$ cat src/rtl/bus_master_if.sv
// rtl/bus_master_if.sv - request/response and 68030-style bus signals of bus_master
interface bus_master_if;
    logic        reqValid;
    logic        reqReady;
    logic [31:0] reqAddr;
    logic        reqWrite;
    logic [1:0]  reqSize;
    logic [31:0] reqWdata;
    logic        rspValid;
    logic [31:0] rspRdata;
    logic        rspErr;
    logic [31:0] busAddr;
    logic [31:0] busDataOut;
    logic        busDataOe;
    logic [31:0] busDataIn;
    logic        busASn;
    logic        busDSn;
    logic        busRWn;
    logic [1:0]  busSIZ;
    logic [1:0]  busDSACKn;
    logic        busBERRn;

    modport master (
        input  reqValid, reqAddr, reqWrite, reqSize, reqWdata,
        input  busDataIn, busDSACKn, busBERRn,
        output reqReady, rspValid, rspRdata, rspErr,
        output busAddr, busDataOut, busDataOe, busASn, busDSn, busRWn, busSIZ
    );

    modport slave (
        output reqValid, reqAddr, reqWrite, reqSize, reqWdata,
        output busDataIn, busDSACKn, busBERRn,
        input  reqReady, rspValid, rspRdata, rspErr,
        input  busAddr, busDataOut, busDataOe, busASn, busDSn, busRWn, busSIZ
    );
endinterface

$ cat src/rtl/bus_master.sv
// rtl/bus_master.sv - initiator for a 68030-style asynchronous bus with dynamic port sizing
module bus_master (
    input  logic         sysClk,
    input  logic         sysRESET,
    bus_master_if.master busPort
);
    typedef enum logic [2:0] {IDLE, ADR, ASRT, WDS, WAIT, TERM, RECOV, RESP} state_e;

    state_e      state;
    logic        reqReadyR, rspValidR, rspErrR;
    logic [31:0] rspRdataR, addrR, dataOutR, operand, wShift;
    logic        dataOeR, asnR, dsnR, rwnR, isWrite, errFlag;
    logic [1:0]  sizR;
    logic [2:0]  remaining, xferBytes;
    logic [7:0]  timer;

    logic        ackSeen;
    logic [2:0]  portBytes, offset, avail, nBytes, remInit;
    logic [31:0] laneData, nextOperand, firstOut, wShiftInit;

    assign ackSeen = (busPort.busDSACKn != 2'b11);

    // Port geometry for the cycle being terminated; the first lane of valid data equals the offset.
    always_comb begin
        portBytes = 3'd4;
        offset    = {1'b0, addrR[1:0]};
        case (busPort.busDSACKn)
            2'b10:   begin portBytes = 3'd1; offset = 3'd0;               end
            2'b01:   begin portBytes = 3'd2; offset = {2'b00, addrR[0]};  end
            default: begin portBytes = 3'd4; offset = {1'b0, addrR[1:0]}; end
        endcase
        avail       = portBytes - offset;
        nBytes      = (remaining < avail) ? remaining : avail;
        laneData    = busPort.busDataIn << {offset[1:0], 3'b000};
        nextOperand = (operand << {nBytes, 3'b000}) | (laneData >> (6'd32 - {nBytes, 3'b000}));
    end

    always_comb begin
        case (busPort.reqSize)
            2'b01: begin
                remInit    = 3'd1;
                firstOut   = {4{busPort.reqWdata[7:0]}};
                wShiftInit = {busPort.reqWdata[7:0], 24'h0};
            end
            2'b10: begin
                remInit    = 3'd2;
                firstOut   = {2{busPort.reqWdata[15:0]}};
                wShiftInit = {busPort.reqWdata[15:0], 16'h0};
            end
            default: begin
                remInit    = 3'd4;
                firstOut   = busPort.reqWdata;
                wShiftInit = busPort.reqWdata;
            end
        endcase
    end

    always_ff @(posedge sysClk) begin
        if (sysRESET) begin
            state     <= IDLE;
            reqReadyR <= 1'b1;
            rspValidR <= 1'b0;
            rspErrR   <= 1'b0;
            rspRdataR <= 32'h0;
            addrR     <= 32'h0;
            dataOutR  <= 32'h0;
            dataOeR   <= 1'b0;
            asnR      <= 1'b1;
            dsnR      <= 1'b1;
            rwnR      <= 1'b1;
            sizR      <= 2'b00;
            isWrite   <= 1'b0;
            errFlag   <= 1'b0;
            remaining <= 3'd0;
            xferBytes <= 3'd0;
            timer     <= 8'hFF;
            operand   <= 32'h0;
            wShift    <= 32'h0;
        end else begin
            rspValidR <= 1'b0;
            case (state)
                IDLE: if (busPort.reqValid && reqReadyR) begin
                    reqReadyR <= 1'b0;
                    addrR     <= busPort.reqAddr;
                    isWrite   <= busPort.reqWrite;
                    rwnR      <= ~busPort.reqWrite;
                    remaining <= remInit;
                    sizR      <= remInit[1:0];
                    dataOutR  <= firstOut;
                    wShift    <= wShiftInit;
                    dataOeR   <= busPort.reqWrite;
                    timer     <= 8'hFF;
                    errFlag   <= 1'b0;
                    operand   <= 32'h0;
                    state     <= ADR;
                end
                ADR: begin
                    asnR  <= 1'b0;
                    dsnR  <= isWrite;
                    state <= ASRT;
                end
                ASRT: begin
                    if (isWrite) begin
                        dsnR  <= 1'b0;
                        state <= WDS;
                    end else begin
                        state <= WAIT;
                    end
                end
                WDS: state <= WAIT;
                WAIT: begin
                    if (!busPort.busBERRn || ackSeen || timer == 8'h00) begin
                        if (!busPort.busBERRn || !ackSeen) begin
                            errFlag   <= 1'b1;
                            xferBytes <= 3'd0;
                        end else begin
                            xferBytes <= nBytes;
                            if (!isWrite) operand <= nextOperand;
                        end
                        asnR    <= 1'b1;
                        dsnR    <= 1'b1;
                        dataOeR <= 1'b0;
                        state   <= TERM;
                    end else begin
                        timer <= timer - 8'd1;
                    end
                end
                TERM: begin
                    addrR     <= addrR + {29'h0, xferBytes};
                    remaining <= remaining - xferBytes;
                    wShift    <= wShift << {xferBytes, 3'b000};
                    timer     <= 8'hFF;
                    state     <= RECOV;
                end
                RECOV: begin
                    if (!ackSeen && busPort.busBERRn) begin
                        if (remaining != 3'd0 && !errFlag) begin
                            sizR     <= remaining[1:0];
                            dataOutR <= wShift;
                            dataOeR  <= isWrite;
                            timer    <= 8'hFF;
                            state    <= ADR;
                        end else begin
                            rspValidR <= 1'b1;
                            rspRdataR <= operand;
                            rspErrR   <= errFlag;
                            state     <= RESP;
                        end
                    end else if (timer == 8'h00) begin
                        // Terminator stuck asserted: give up and report an error.
                        errFlag   <= 1'b1;
                        rspValidR <= 1'b1;
                        rspRdataR <= operand;
                        rspErrR   <= 1'b1;
                        state     <= RESP;
                    end else begin
                        timer <= timer - 8'd1;
                    end
                end
                RESP: begin
                    reqReadyR <= 1'b1;
                    state     <= IDLE;
                end
                default: state <= IDLE;
            endcase
        end
    end

    assign busPort.reqReady   = reqReadyR;
    assign busPort.rspValid   = rspValidR;
    assign busPort.rspRdata   = rspRdataR;
    assign busPort.rspErr     = rspErrR;
    assign busPort.busAddr    = addrR;
    assign busPort.busDataOut = dataOutR;
    assign busPort.busDataOe  = dataOeR;
    assign busPort.busASn     = asnR;
    assign busPort.busDSn     = dsnR;
    assign busPort.busRWn     = rwnR;
    assign busPort.busSIZ     = sizR;
endmodule

$ cat src/flat_wrapper.sv
// flat-port wrapper written by rule: the top's interface ports become plain ports
module bus_master_flat 
  (sysClk, sysRESET, busPort_reqValid, busPort_reqAddr, busPort_reqWrite, busPort_reqSize, busPort_reqWdata, busPort_busDataIn, busPort_busDSACKn, busPort_busBERRn, busPort_reqReady, busPort_rspValid, busPort_rspRdata, busPort_rspErr, busPort_busAddr, busPort_busDataOut, busPort_busDataOe, busPort_busASn, busPort_busDSn, busPort_busRWn, busPort_busSIZ);
  bus_master_if busPort_i ();
  input  logic sysClk;
  input  logic sysRESET;
  input wire logic [$bits(busPort_i.reqValid)-1:0] busPort_reqValid;
  input wire logic [$bits(busPort_i.reqAddr)-1:0] busPort_reqAddr;
  input wire logic [$bits(busPort_i.reqWrite)-1:0] busPort_reqWrite;
  input wire logic [$bits(busPort_i.reqSize)-1:0] busPort_reqSize;
  input wire logic [$bits(busPort_i.reqWdata)-1:0] busPort_reqWdata;
  input wire logic [$bits(busPort_i.busDataIn)-1:0] busPort_busDataIn;
  input wire logic [$bits(busPort_i.busDSACKn)-1:0] busPort_busDSACKn;
  input wire logic [$bits(busPort_i.busBERRn)-1:0] busPort_busBERRn;
  output wire logic [$bits(busPort_i.reqReady)-1:0] busPort_reqReady;
  output wire logic [$bits(busPort_i.rspValid)-1:0] busPort_rspValid;
  output wire logic [$bits(busPort_i.rspRdata)-1:0] busPort_rspRdata;
  output wire logic [$bits(busPort_i.rspErr)-1:0] busPort_rspErr;
  output wire logic [$bits(busPort_i.busAddr)-1:0] busPort_busAddr;
  output wire logic [$bits(busPort_i.busDataOut)-1:0] busPort_busDataOut;
  output wire logic [$bits(busPort_i.busDataOe)-1:0] busPort_busDataOe;
  output wire logic [$bits(busPort_i.busASn)-1:0] busPort_busASn;
  output wire logic [$bits(busPort_i.busDSn)-1:0] busPort_busDSn;
  output wire logic [$bits(busPort_i.busRWn)-1:0] busPort_busRWn;
  output wire logic [$bits(busPort_i.busSIZ)-1:0] busPort_busSIZ;
  assign busPort_i.reqValid = busPort_reqValid;
  assign busPort_i.reqAddr = busPort_reqAddr;
  assign busPort_i.reqWrite = busPort_reqWrite;
  assign busPort_i.reqSize = busPort_reqSize;
  assign busPort_i.reqWdata = busPort_reqWdata;
  assign busPort_i.busDataIn = busPort_busDataIn;
  assign busPort_i.busDSACKn = busPort_busDSACKn;
  assign busPort_i.busBERRn = busPort_busBERRn;
  assign busPort_reqReady = busPort_i.reqReady;
  assign busPort_rspValid = busPort_i.rspValid;
  assign busPort_rspRdata = busPort_i.rspRdata;
  assign busPort_rspErr = busPort_i.rspErr;
  assign busPort_busAddr = busPort_i.busAddr;
  assign busPort_busDataOut = busPort_i.busDataOut;
  assign busPort_busDataOe = busPort_i.busDataOe;
  assign busPort_busASn = busPort_i.busASn;
  assign busPort_busDSn = busPort_i.busDSn;
  assign busPort_busRWn = busPort_i.busRWn;
  assign busPort_busSIZ = busPort_i.busSIZ;
  bus_master u_core (.sysClk(sysClk), .sysRESET(sysRESET), .busPort(busPort_i));
endmodule
$ cat config.mk
export PLATFORM = sky130hd
export DESIGN_NAME = bus_master_flat
export DESIGN_NICKNAME = d
export VERILOG_FILES = /design/src/rtl/bus_master_if.sv /design/src/rtl/bus_master.sv /design/src/flat_wrapper.sv
export SDC_FILE = /design/constraint.sdc
export NUM_CORES = 1
export LEC_CHECK = 0
export ABC_AREA = 1
export BUFFER_PORTS_ARGS = -buffer_cell sky130_fd_sc_hd__buf_2
export CELL_PAD_IN_SITES_DETAIL_PLACEMENT = 0
export CELL_PAD_IN_SITES_GLOBAL_PLACEMENT = 1
export CORE_MARGIN = 5
export CORE_UTILIZATION = 39
export DETAILED_ROUTE_END_ITERATION = 8
export HOLD_SLACK_MARGIN = 0.06
export PLACE_DENSITY_LB_ADDON = 0.15
export SYNTH_ARGS = -nofsm -noshare
export SYNTH_HDL_FRONTEND = slang
export SYNTH_SLANG_ARGS = --single-unit
$ cat constraint.sdc
create_clock -name sysClk -period 4.06 [get_ports sysClk]
set_input_delay 0.406 -clock sysClk [delete_from_list [all_inputs] [get_ports sysClk]]
set_output_delay 0.406 -clock sysClk [all_outputs]
set_load 0.05 [all_outputs]
-- Yosys cells after proc, flatten, opt, wreduce, memory -nomap -nowiden
Index checks and enable logic that the tools add are counted.
- bits in registers: 188
- output and inout port bits: 105
- input port bits: 105
- word-level logic and storage cells: 157
- bitwise gates (word level): 3
- muxes and demuxes: 63
- reduce and logical (&&, ||, !) cells: 35
- equal/unequal tests: 27
- shifts and indexed selects: 4
- add/sub/neg operators: 5
- order comparisons: 1
- operator list (cell ; count):
    32-bit two-way mux ; 12
    32-bit case mux with 2 select lines ; 6
    32-bit by 6-bit << shifter with 32-bit output ; 2
    8-bit two-way mux ; 5
    32-bit by 3-bit adder with 32-bit output ; 1
    32-bit bitwise OR ; 1
    8-bit case mux with 4 select lines ; 1
    32-bit by 5-bit << shifter with 32-bit output ; 1
    32-bit by 6-bit right shift with 32-bit output ; 1
    3-bit two-way mux ; 9
    3-bit case mux with 8 select lines ; 1
    3-bit case mux with 2 select lines ; 3
    1-bit two-way mux ; 16
    5-bit AND reduction ; 3
    2-bit by 1-bit != test with 1-bit output, second input constant ; 7
    3-bit == test, second input constant ; 4
    2-bit != test, second input constant ; 6
    2-bit nonzero test ; 6
    2-bit AND reduction ; 5
    1-bit case mux with 3 select lines ; 3
    3-bit AND reduction ; 3
    3-bit nonzero test ; 3
    8-bit logical NOT ; 1
    2-bit case mux with 2 select lines ; 2
    other kinds (22) ; 36

-- Logic depth before layout (Yosys ltp)
Gate-level depths: netlist of the first run.
- depth in word-level cells: 12
- depth in mapped cells: 25
- gate-level depth less buffers: 22

-- Worst setup path before layout of the first run
Ideal clock, no wire load.
- path type: input -> register
- from: input busPort_busDSACKn[0]
- to: register u_core.operand[14]
- stages on the path: 25
- arrival time: 3.526 ns
- path slack: 0.401 ns
- cells stage by stage: inv_1 -> ha_1 -> o21ai_1 -> clkbuf_1 -> inv_1 -> ha_1 -> fa_1 -> xor2_1 -> inv_1 -> ha_1 -> nand2_1 -> inv_2 -> nand2_4 -> nand2_2 -> nand2_1 -> nand2_1 -> buf_6 -> nand2_2 -> nand2_2 -> buf_4 -> nand2_1 -> nand3_1 -> nand2_1 -> nand2_1 -> a21oi_1
- cells in the longest elaborated chain, start to end: 12
- elaborated cells on any way between the ends: 24
- those cells by class: add/sub: 2; order compare: 1; eq/ne: 5; shift: 3; mux: 7; bitwise: 1; reduce/logical: 5
- RTL lines (element ; line ; source):
    from (decl) ; flat_wrapper.sv:13 ; input wire logic [$bits(busPort_i.busDSACKn)-1:0] busPort_busDSACKn;
    2-bit by 1-bit == test with 1-bit output / 2-bit == test (equally long branches) ; bus_master.sv:27 ; case (busPort.busDSACKn)
    3-bit case mux with 2 select lines / 2-bit case mux with 2 select lines (equally long branches) ; bus_master.sv:27 ;
    3-bit by 2-bit subtractor with 3-bit output ; bus_master.sv:32 ; avail = portBytes - offset;
    3-bit less-than comparator ; bus_master.sv:33 ; nBytes = (remaining < avail) ? remaining : avail;
    3-bit two-way mux ; bus_master.sv:33 ;
    6-bit subtractor ; bus_master.sv:35 ; nextOperand = (operand << {nBytes, 3'b000}) | (laneData >> (6'd32 - {nBytes, 3'b000}));
    32-bit by 6-bit right shift with 32-bit output ; bus_master.sv:35 ;
    32-bit bitwise OR ; bus_master.sv:35 ;
    32-bit two-way mux ; bus_master.sv:118 ; if (!isWrite) operand <= nextOperand;
    32-bit two-way mux ; bus_master.sv:113 ; if (!busPort.busBERRn || !ackSeen) begin
    32-bit two-way mux ; bus_master.sv:112 ; if (!busPort.busBERRn || ackSeen || timer == 8'h00) begin
    32-bit case mux with 2 select lines ; bus_master.sv:81 ; case (state)
    to (signal assigned) ; bus_master.sv:118 ;
    to (decl) ; bus_master.sv:11 ; logic [31:0] rspRdataR, addrR, dataOutR, operand, wShift;
Several ways; a longest one is shown, not always the timed one. The select of a mux whose other input is x is not followed.
A chain may end at the register's enable or synchronous reset.

-- Final worst setup path of the first run
- from: input busPort_busDSACKn[0]
- to: register u_core.operand[1]
Same word-level chain as after synthesis.

==> run summary, run 1 <==
Site Rows - 64
DP HPWL - 29.64 mm
Fin Hold WS - 0.2284 ns
Final period util - 84.02%
Placeable Area - 0.03035 sq mm
Cells after Synth - 1914
GR peak layer - met2
fin crit period - 3.411 ns
CTS tree - yes
Sw Ratio - 53.15%
number of DRC markers in iteration 0 - 1111
Mapped Area - 0.01191 sq mm
largest net degree at the start of global routing - 88
Worst R2R Setup Slack - 0.89 ns
Clock Power Share - 16.2%
status - finished, final reports clean
starting density of the core - 39.26%
CP Capture Type - register
CP max FO - 24
Post-Place Cells - 2424
DP Area - 0.01309 sq mm
GR Layer Usage met3 - 3.888%
# diodes - 0
share of the synthesized area in the top cell type - 31.59%
Net Switching - 5.684 mW
drt drc - 0
DP Worst Slack - 0.1934 ns
crit-path cells - buf_2 > inv_1 > ha_1 > o21ai_4 > inv_1 > ha_1 > fa_1 > xor2_1 > inv_1 > ha_1 > a21oi_4 > nand2_2 > nand2_1 > nand2_2 > nand2_1 > nand2_1 > nand2_2 > nand3_1 > nand2_1 > nand2_1 > a21oi_1
Synth area leaders - dfxtp_1, nand2_1, nand3_1
warnings from Yosys - 0
clk_lat worst skew - 0.45 ns
setup bufs post-CTS - 0
# setup viols final - 0
crit-path most repeated cell - nand2_1
# IOs - 210
die width - 184.8 um
Resized cells post-CTS - 0
Worst R2R End - u_core.operand[1]$_SDFFE_PP0P_
Post-synth top cells - nand2_1, dfxtp_1, nand3_1
Worst Tran Pin Value - 1.157 ns
Slew Limit Fails - 0
antenna-violating nets left - 0
Reg clk slew, reported paths - 0.08 ns
FF-to-FF Start - u_core.busPort.busAddr[0]$_SDFFE_PP0P_
number of synthesized flops with an enable pin - 0
overall power - 10.69 mW
H-tree Lvls - 4
startpoint types - input port
top-count cell post-synth - nand2_1
routability cong. - 0.8783
Hold Crit Class - input port to register
Vias - 13147
Max-Cap Viols - 0
Routed WL - 41.96 mm
initial antenna violation count - 0
hold depth - 3
Area growth, synth to finish - 14.86%
Clock Skew - 0.01187 ns
setup tns final - 0 ns
CP max stage delay - 0.38 ns
number of global-route vias before repair - 12399
RSZ-0062 raised after global routing - false
Seq pwr share - 25.0%
area leader, netlist - dfxtp_1
Top delay family on crit path - adder cells
#FFs+latches synth - 188
DIE AREA - 0.03414 sq mm
Final Util - 45.09%
Pwr per Cell Area - 781.5 mW/mm^2
Hold Buf Count CTS - 0
CTS sink cnt - 188
Setup CP Type - input port to register
Mean Syn Cell Area - 6.225 sq um
Cell Int Power - 5.010 mW
share of layout cells above drive strength 1 - 15.49%
register area share after synthesis - 31.59%
min-delay src - busPort_reqAddr[6]
Die Height - 184.8 um
crit path DAT - 3.77 ns
Fmax - 293.2 MHz
WP depth - 21
Comb pwr share - 58.8%
worst path bufs/invs - 4
hold worst-path end - u_core.busPort.busAddr[6]$_SDFFE_PP0P_
clk root buf - clkbuf_16
Synth cell types - 54
R2R depth - 18
total global-route track usage - 24.34%
Primary FF master, synth - dfxtp_1
Post-Layout Inst Area - 0.01368 sq mm
met2 Use GR - 41.28%
non-filler cells, final - 2456
final net count - 2170
first-pass GRT wire length - 66.94 mm
global routing met1 resource utilization - 32.24%
maximum vdd drop - 0.6180 mV
GR Overflow Total - 0
Mapped Nets - 2037
wire per inst - 17.09 um
Max Root-Sink Buffers - 2
drt via density - 5.353
Pre-Repair DR Iteration Count - 5
total CTS buffers - 17
Pleak - 6.242 nW
Crit path required time - 4.42 ns
Fin. Hold Viols - 0
Slew Limit Headroom - 22.76%
IO buf count - 209
final setup margin - 0.6489 ns
Crit-path slowest cell - nand2_2
Async SR Flop Fraction - 0%
[power by group through the flow]
stage | Combinational, mW | Clock (mW) | Sequential, mW
after global placement | 6.26 | 0 | 2.71
final | 6.28 | 1.73 | 2.68
after detailed placement | 6.30 | 0 | 2.71
after global routing | 7.03 | 1.84 | 2.74
after floorplan | 4.22 | 0 | 3.42
after CTS | 6.32 | 1.76 | 2.67
[cells by family (layout without fill, tap and decap cells)]
family,Yosys count,count (layout),synth area share [%]
AND/OR/NAND/NOR,1037,1037,36.75
XOR/XNOR,15,15,1.103
flip-flops,188,188,31.59
adder cells (fa/ha/maj),18,18,2.079
AO/OA/AOI/OAI,397,397,19.02
buffers and inverters,259,405,9.462
[worst register-to-register path: stages, from the launching register on]
cell	delay [ns]
dfxtp_1	0.34
o21ai_4	0.07
inv_1	0.05
ha_1	0.18
fa_1	0.37
xor2_1	0.20
inv_1	0.07
ha_1	0.32
a21oi_4	0.22
nand2_2	0.11
nand2_1	0.08
nand2_2	0.09
nand2_1	0.12
nand2_1	0.07
nand2_2	0.38
nand3_1	0.15
nand2_1	0.08
nand2_1	0.05
a21oi_1	0.13
[cell type report]
cell class                 instances  area, sq um
fill                            3282        16660
multi-input combinational       1467         7039
sequential                       188         3764
timing repair buffer             236         1274
inverter                         137        516.7
tap                              396        495.5
clock buffer                      18        439.2
clock inverter                    14        156.4
[worst max-delay path by stage]
stage	end	start	slack [ns]
finish	u_core.operand[1]$_SDFFE_PP0P_	busPort_busDSACKn[0]	0.65
global route	u_core.operand[5]$_SDFFE_PP0P_	busPort_busDSACKn[0]	0.38
CTS	u_core.operand[11]$_SDFFE_PP0P_	busPort_busDSACKn[0]	0.67
detailed placement	u_core.operand[11]$_SDFFE_PP0P_	busPort_busDSACKn[0]	0.19
global placement	u_core.operand[10]$_SDFFE_PP0P_	busPort_busDSACKn[0]	0.33
floorplan	u_core.operand[14]$_SDFFE_PP0P_	busPort_busDSACKn[0]	0.40
[cell usage in the layout, fill, tap and decap left out, types with 15 or more instances in the layout]
master | netlist | routed
a211oi_1 | 30 | 30
a21oi_1 | 132 | 132
a31oi_1 | 30 | 30
buf_2 | 47 | 209
buf_4 | 11 | 25
clkbuf_16 | 0 | 17
dfxtp_1 | 188 | 188
ha_1 | 15 | 15
inv_1 | 119 | 118
inv_2 | 14 | 15
nand2_1 | 649 | 649
nand3_1 | 185 | 185
nand4_1 | 18 | 18
nor2_1 | 116 | 116
nor3_1 | 22 | 22
o21ai_0 | 120 | 120
o21ai_1 | 27 | 26
[registers in the layout, summed over array words and instances (netlist names)]
name                       flops
u_core.busPort.busASn          1
u_core.busPort.rspRdata       32
u_core.busPort.busDataOut     32
u_core.timer                   8
u_core.busPort.rspErr          1
u_core.xferBytes               3
u_core.wShift                 32
u_core.remaining               3
u_core.state                   3
u_core.busPort.busSIZ          2
u_core.busPort.busDSn          1
u_core.errFlag                 1
u_core.busPort.busRWn          1
u_core.busPort.rspValid        1
u_core.busPort.busAddr        32
u_core.busPort.reqReady        1
u_core.isWrite                 1
u_core.operand                32
u_core.busPort.busDataOe       1
[layer usage]
layer	vias to the layer above	wire, um
met4	0	905
met2	394	20240
li1	6597	-
met5	-	0
met1	6105	18480
met3	51	2331
(Power assumes the default switching activity.)
==> inputs of run 2 (changes only) <==
CORE_UTILIZATION = 36   (was 39)
clock period = 3 ns   (was 4.06 ns; I/O delays follow)
==> run 2 against run 1 <==
Compared with the run above:
- largest power group unchanged
- final cell count up 3.1%
- global-route usage is 0.72 points lower
- routed wire length increased by 5.2%
- non-clock buffer count up 30
- critical endpoint is now u_core.operand[9]$_SDFFE_PP0P_
- sequential power grew 36%
- clock skew up 0.010 ns
- setup slack got worse by 0.53 ns
- worst hold slack got worse by 0.10 ns
==> run summary, run 2 (synthesis results as in run 1) <==
Pleak - 6.473 nW (+3.7%)
Hold Crit Class - input port to register
clk root buf - clkbuf_16
starting density of the core - 36.52% (-2.7 points)
initial antenna violation count - 1 (+1)
antenna-violating nets left - 0 (unchanged)
most frequent cells in the layout - nand2_1, buf_2, dfxtp_1, nand3_1, a21oi_1
largest net degree at the start of global routing - 82 (-6.8%)
final net count - 2201 (+1.4%)
Clock Skew - 0.02182 ns (+0.009954 ns)
DIE AREA - 0.03683 sq mm (+7.9%)
crit path DAT - 3.26 ns (-0.51 ns)
number of DRC markers in iteration 0 - 898 (-19%)
routability cong. - 0.8487 (-3.4%)
Post-Place Cells - 2495 (+2.9%)
Hold Buf Count CTS - 0 (unchanged)
maximum vdd drop - 0.5688 mV (-8.0%)
DP Worst Slack - -0.4152 ns (-0.6085 ns)
fillers - 3514 (+7.1%)
overall power - 15.83 mW (+48%)
fin crit period - 2.882 ns
Setup CP Type - register to register
Crit path required time - 3.38 ns (-1.04 ns)
total global-route track usage - 23.62% (-0.72 points)
drt drc - 0 (unchanged)
final setup margin - 0.1177 ns (-0.5313 ns)
clk_lat worst skew - 0.47 ns (+0.02 ns)
Post-Layout Inst Area - 0.01431 sq mm (+4.5%)
DP HPWL - 31.45 mm (+6.1%)
Vias - 13097 (-0.38%)
Placeable Area - 0.03262 sq mm (+7.5%)
CP max FO - 6 (-75%)
# setup viols final - 0 (unchanged)
CTS tree - yes
Area growth, synth to finish - 20.08%
Reg clk slew, reported paths - 0.07 ns (about the same)
Max-Cap Viols - 0 (unchanged)
first-pass GRT wire length - 69.14 mm (+3.3%)
startpoint types - register
Fin. Hold Viols - 0 (unchanged)
Site Rows - 66 (+3.1%)
non-filler cells, final - 2533 (+3.1%)
CP Capture Type - register
Routed WL - 44.14 mm (+5.2%)
drt via density - 5.171 (-3.4%)
share of layout cells above drive strength 1 - 18.08% (+2.6 points)
Pwr per Cell Area - 1106 mW/mm^2 (+42%)
wire per inst - 17.43 um (+2.0%)
Fmax - 346.9 MHz
status - finished, final reports clean
DP Area - 0.01352 sq mm (+3.3%)
Worst Tran Pin Value - 0.7005 ns (-0.4568 ns)
Slew Limit Headroom - 53.30% (+31 points)
Pre-Repair DR Iteration Count - 5 (unchanged)
Slew Limit Fails - 0 (unchanged)
RSZ-0062 raised after global routing - true
die width - 191.9 um (+3.9%)
CTS sink cnt - 188 (unchanged)
Max Root-Sink Buffers - 2 (unchanged)
# IOs - 210 (unchanged)
GR Overflow Total - 0 (unchanged)
IO buf count - 209 (unchanged)
Final period util - 96.08%
H-tree Lvls - 4 (unchanged)
Die Height - 191.9 um (+3.9%)
total CTS buffers - 17 (unchanged)
number of global-route vias before repair - 12711 (+2.5%)
# diodes - 0 (unchanged)
most common cell after layout, fill and taps aside - nand2_1
-- run 2: cell types whose count changed in the layout (fill, tap and decap cells not counted), moves of 4 or more --
cell and delta:
buf_12 +9, nand2_1 -9, nand2_4 +8, buf_4 +15, ha_1 -4
-- run 2: layer usage --
layer  global-route usage, %  wire length [um]  up-vias  part of all wire (%)
li1                        -                 -     6661                     -
met1                   30.70             19830     6053                    45
met2                   40.84             21430      336                    49
met3                   4.035              2108       45                   4.8
met4                   5.718               761        2                   1.7
met5                       0                13        -                 0.029
-- run 2: final timing paths --
path | from | to | slack, ns | cells past startpoint
worst max-delay path | u_core.busPort.busAddr[0]$_SDFFE_PP0P_ | u_core.operand[9]$_SDFFE_PP0P_ | 0.12 | 18
worst min-delay path | busPort_reqAddr[0] | u_core.busPort.busAddr[0]$_SDFFE_PP0P_ | 0.13 | 3
worst max register to register | u_core.busPort.busAddr[0]$_SDFFE_PP0P_ | u_core.operand[9]$_SDFFE_PP0P_ | 0.12 | 18
worst min register to register | u_core.busPort.busRWn$_SDFFE_PP1P_ | u_core.busPort.busRWn$_SDFFE_PP1P_ | 0.46 | 2
-- run 2: per-stage QoR --
stage | hold slack (ns) | TNS, ns | util (%)
floorplan | 0.4453 | -2.386 | -
global placement | 0.4511 | -7.675 | 41.46
detailed placement | 0.4421 | -10.89 | 41.46
CTS | 0.1068 | 0 | 43.18
global route | 0.1268 | -0.3167 | 43.86
finish | 0.1260 | 0 | 43.86
-- run 2: critical path, stage by stage (launching register included) --
cell,delay [ns]
dfxtp_4,0.36
o21ai_4,0.07
inv_4,0.05
ha_4,0.15
fa_2,0.34
xor2_2,0.17
inv_2,0.06
ha_4,0.25
a21oi_4,0.23
buf_4,0.16
nand3_4,0.08
nand2_8,0.11
nand3_2,0.11
nand2_4,0.14
buf_4,0.14
nand3_1,0.09
nand2_1,0.08
nand2_1,0.06
a21oi_1,0.15
-- run 2: final cells by class --
cell class / instances / area (sq um) / share of cell area, %
timing repair buffer: 266 / 1665 / 11.64
clock inverter: 13 / 106.4 / 0.7434
multi-input combinational: 1468 / 7238 / 50.59
tap: 442 / 553.0 / 3.866
sequential: 188 / 3769 / 26.34
inverter: 137 / 521.8 / 3.647
clock buffer: 19 / 452.9 / 3.166
-- run 2: power breakdown --
group          internal [mW]  leakage (nW)  switching (mW)  total, mW
Combinational           3.40          4.66            6.54       9.93
Sequential              3.09          1.54           0.552       3.64
Clock                   1.13         0.273            1.13       2.26
-- run 2: repair_timing --
action                                  4_1_cts  5_1_grt
endpoints found under the setup margin        0       34
setup buffers                                 0        3
resized for setup                             0       32
==> inputs of run 3 (changes only) <==
CORE_MARGIN = not set   (was 5)
CORE_UTILIZATION = 42   (was 36)
clock period = 3.6 ns   (was 3 ns; I/O delays follow)
==> run 3 against run 2 <==
Compared with the run above:
- clock-buffer cell count fell by 2
- routed wire length fell by 9.0%
- largest cell class unchanged
- global-route usage rose by 4.2 points
- total power fell by 21%
- sequential share of layout area rose by 0.72 points
- final cell count fell by 3.2%
- critical path type is now input port to register
- clock power fell by 8%
- via count rose by 0.33%
- critical path depth rose by 5
- worst hold slack improved by 0.048 ns
- clock skew fell by 0.0029 ns
==> run summary, run 3 (synthesis results as in run 1) <==
maximum vdd drop - 0.6963 mV (+22%)
# setup viols final - 0 (unchanged)
Slew Limit Fails - 0 (unchanged)
DP HPWL - 28.29 mm (-10%)
share of layout cells above drive strength 1 - 16.06% (-2.0 points)
beginning of the critical path - busPort_busDSACKn[0]
Hold Crit Class - input port to register
DP Area - 0.01326 sq mm (-2.0%)
antenna-violating nets left - 0 (unchanged)
Net Switching - 6.625 mW (-19%)
Resized cells post-CTS - 0 (unchanged)
fin crit period - 3.200 ns
number of DRC markers in iteration 0 - 1014 (+13%)
FF-to-FF Start - u_core.busPort.busAddr[0]$_SDFFE_PP0P_
CTS tree - yes
Crit path required time - 3.88 ns (+0.50 ns)
initial antenna violation count - 0 (-1)
most common cell after layout, fill and taps aside - nand2_1
Cell Int Power - 5.941 mW (-22%)
Pre-Repair DR Iteration Count - 5 (unchanged)
number of global-route vias before repair - 11956 (-5.9%)
hold depth - 3 (unchanged)
Setup CP Type - input port to register
# diodes - 0 (unchanged)
wire per inst - 16.38 um (-6.0%)
Post-Layout Inst Area - 0.01390 sq mm (-2.8%)
WP depth - 23 (+5)
Worst Tran Pin Value - 1.128 ns (+0.4276 ns)
Area growth, synth to finish - 16.71%
area of the multi-input gates - 0.007039 sq mm (-2.7%)
crit path DAT - 3.48 ns (+0.22 ns)
drt via density - 5.359 (+3.6%)
H-tree Lvls - 4 (unchanged)
Max Root-Sink Buffers - 2 (unchanged)
Sw Ratio - 52.72% (+0.81 points)
IO buf count - 209 (unchanged)
Max-Cap Viols - 0 (unchanged)
Fin Hold WS - 0.1744 ns (+0.04841 ns)
worst path bufs/invs - 5 (+1)
min-delay src - busPort_reqWdata[5]
Final period util - 88.88%
total CTS buffers - 17 (unchanged)
CP max FO - 16 (+10)
Crit-path slowest cell - fa_1
Site Rows - 61 (-7.6%)
Top delay family on crit path - adder cells
Hold Buf Count CTS - 0 (unchanged)
startpoint types - input port
status - finished, final reports clean
CP Capture Type - register
Fin. Hold Viols - 0 (unchanged)
R2R depth - 16 (-2)
final net count - 2184 (-0.77%)
Slew Limit Headroom - 24.80% (-29 points)
setup tns final - 0 ns (unchanged)
# IOs - 210 (unchanged)
starting density of the core - 42.77% (+6.2 points)
Fmax - 312.5 MHz
CTS sink cnt - 188 (unchanged)
crit-path cells - buf_2 > inv_1 > ha_1 > o21ai_4 > inv_1 > ha_1 > fa_1 > xor2_1 > inv_1 > ha_1 > nand2_1 > inv_2 > nand2_4 > nand2_2 > nand2_1 > nand2_2 > nand2_1 > nand2_2 > nand2_1 > nand3_1 > nand2_1 > nand2_1 > a21oi_1
Clock Skew - 0.01891 ns (-0.002907 ns)
largest net degree at the start of global routing - 88 (+7.3%)
clk root buf - clkbuf_16
Comb pwr share - 59.4% (-3.3 points)
Final Util - 49.91% (+6.1 points)
drt drc - 0 (unchanged)
DIE AREA - 0.02904 sq mm (-21%)
first-pass GRT wire length - 63.60 mm (-8.0%)
Reg clk slew, reported paths - 0.10 ns (+0.03 ns)
most frequent cells in the layout - nand2_1, buf_2, dfxtp_1, nand3_1, a21oi_1
Vias - 13140 (+0.33%)
CP max stage delay - 0.37 ns (about the same)
GR Overflow Total - 0 (unchanged)
Reg area - 0.003764 sq mm (-0.13%)
Pleak - 6.366 nW (-1.7%)
setup bufs post-CTS - 0 (unchanged)
fillers - 3015 (-14%)
Seq pwr share - 24.1% (+1.1 points)
routability cong. - 0.8891 (+4.8%)
die width - 170.4 um (-11%)
clk_lat worst skew - 0.45 ns (-0.02 ns)
Placeable Area - 0.02786 sq mm (-15%)
total global-route track usage - 27.78% (+4.2 points)
Die Height - 170.4 um (-11%)
Routed WL - 40.16 mm (-9.0%)
RSZ-0062 raised after global routing - false
crit-path most repeated cell - nand2_1
Clock Power Share - 16.5% (+2.3 points)
Pwr per Cell Area - 903.8 mW/mm^2 (-18%)
run 3: cell count changes in the layout (fill, tap and decap cells not counted), sizes merged:
cell,previous run,this run
buf,264,250
clkbuf,21,17
clkinvlp,2,0
nand2,665,664
inv,140,144
run 3: worst register-to-register path, stage by stage (launching register included):
cell and delay (ns):
dfxtp_1 0.37, buf_4 0.38, ha_1 0.26, inv_1 0.08, fa_1 0.41, inv_1 0.09
nand2_1 0.06, nand2_1 0.08, nand2_1 0.11, nor2_1 0.30, inv_1 0.11, nor2_1 0.30
nand2_1 0.09, nand2_1 0.06, nand3_1 0.07, nand2_1 0.08, a21oi_1 0.05
run 3: power by group through the flow:
| stage | logic [mW] | clock network (mW) | registers (mW) |
|---|---|---|---|
| 3_3_place_gp | 7.40 | 0 | 3.06 |
| 2_1_floorplan | 4.76 | 0 | 3.86 |
| 3_5_place_dp | 7.47 | 0 | 3.06 |
| 5_1_grt | 8.30 | 2.22 | 3.09 |
| 4_1_cts | 7.50 | 2.12 | 3.02 |
| 6_report | 7.46 | 2.07 | 3.03 |
run 3: final cells by class:
cell class / count / share of cell area, %
clock inverters: 15 / 1.584
repair buffers: 250 / 10.55
well taps: 378 / 3.401
flip-flops and latches: 188 / 27.07
inverters: 137 / 3.716
clock buffers: 17 / 3.059
multi-input cells: 1467 / 50.63
run 3: metrics by stage:
stage | std cells | power, mW | setup slack [ns]
detailed placement | 2420 | 10.53 | -0.1263
global placement | 2420 | 10.46 | -0.02948
floorplan | 1914 | 8.620 | 0.07166
finish | 2452 | 12.57 | 0.4004
CTS | 2452 | 12.64 | 0.3576
global route | 2452 | 13.61 | 0.01825
run 3: per-layer routing:
layer / share of wire (%) / global-route usage (%)
met4: 2.4 / 8.970
met3: 4.8 / 3.581
met1: 44 / 36.17
met5: 0 / 0
met2: 48 / 47.27
run 3: worst paths after layout:
kind                                                                 to  slack, ns
worst max register to register  u_core.busPort.busAddr[30]$_SDFFE_PP0P_       0.54
worst min-delay path                      u_core.wShift[5]$_SDFFE_PP0P_       0.17
worst min register to register       u_core.busPort.busRWn$_SDFFE_PP1P_       0.47
worst max-delay path                     u_core.operand[8]$_SDFFE_PP0P_       0.40
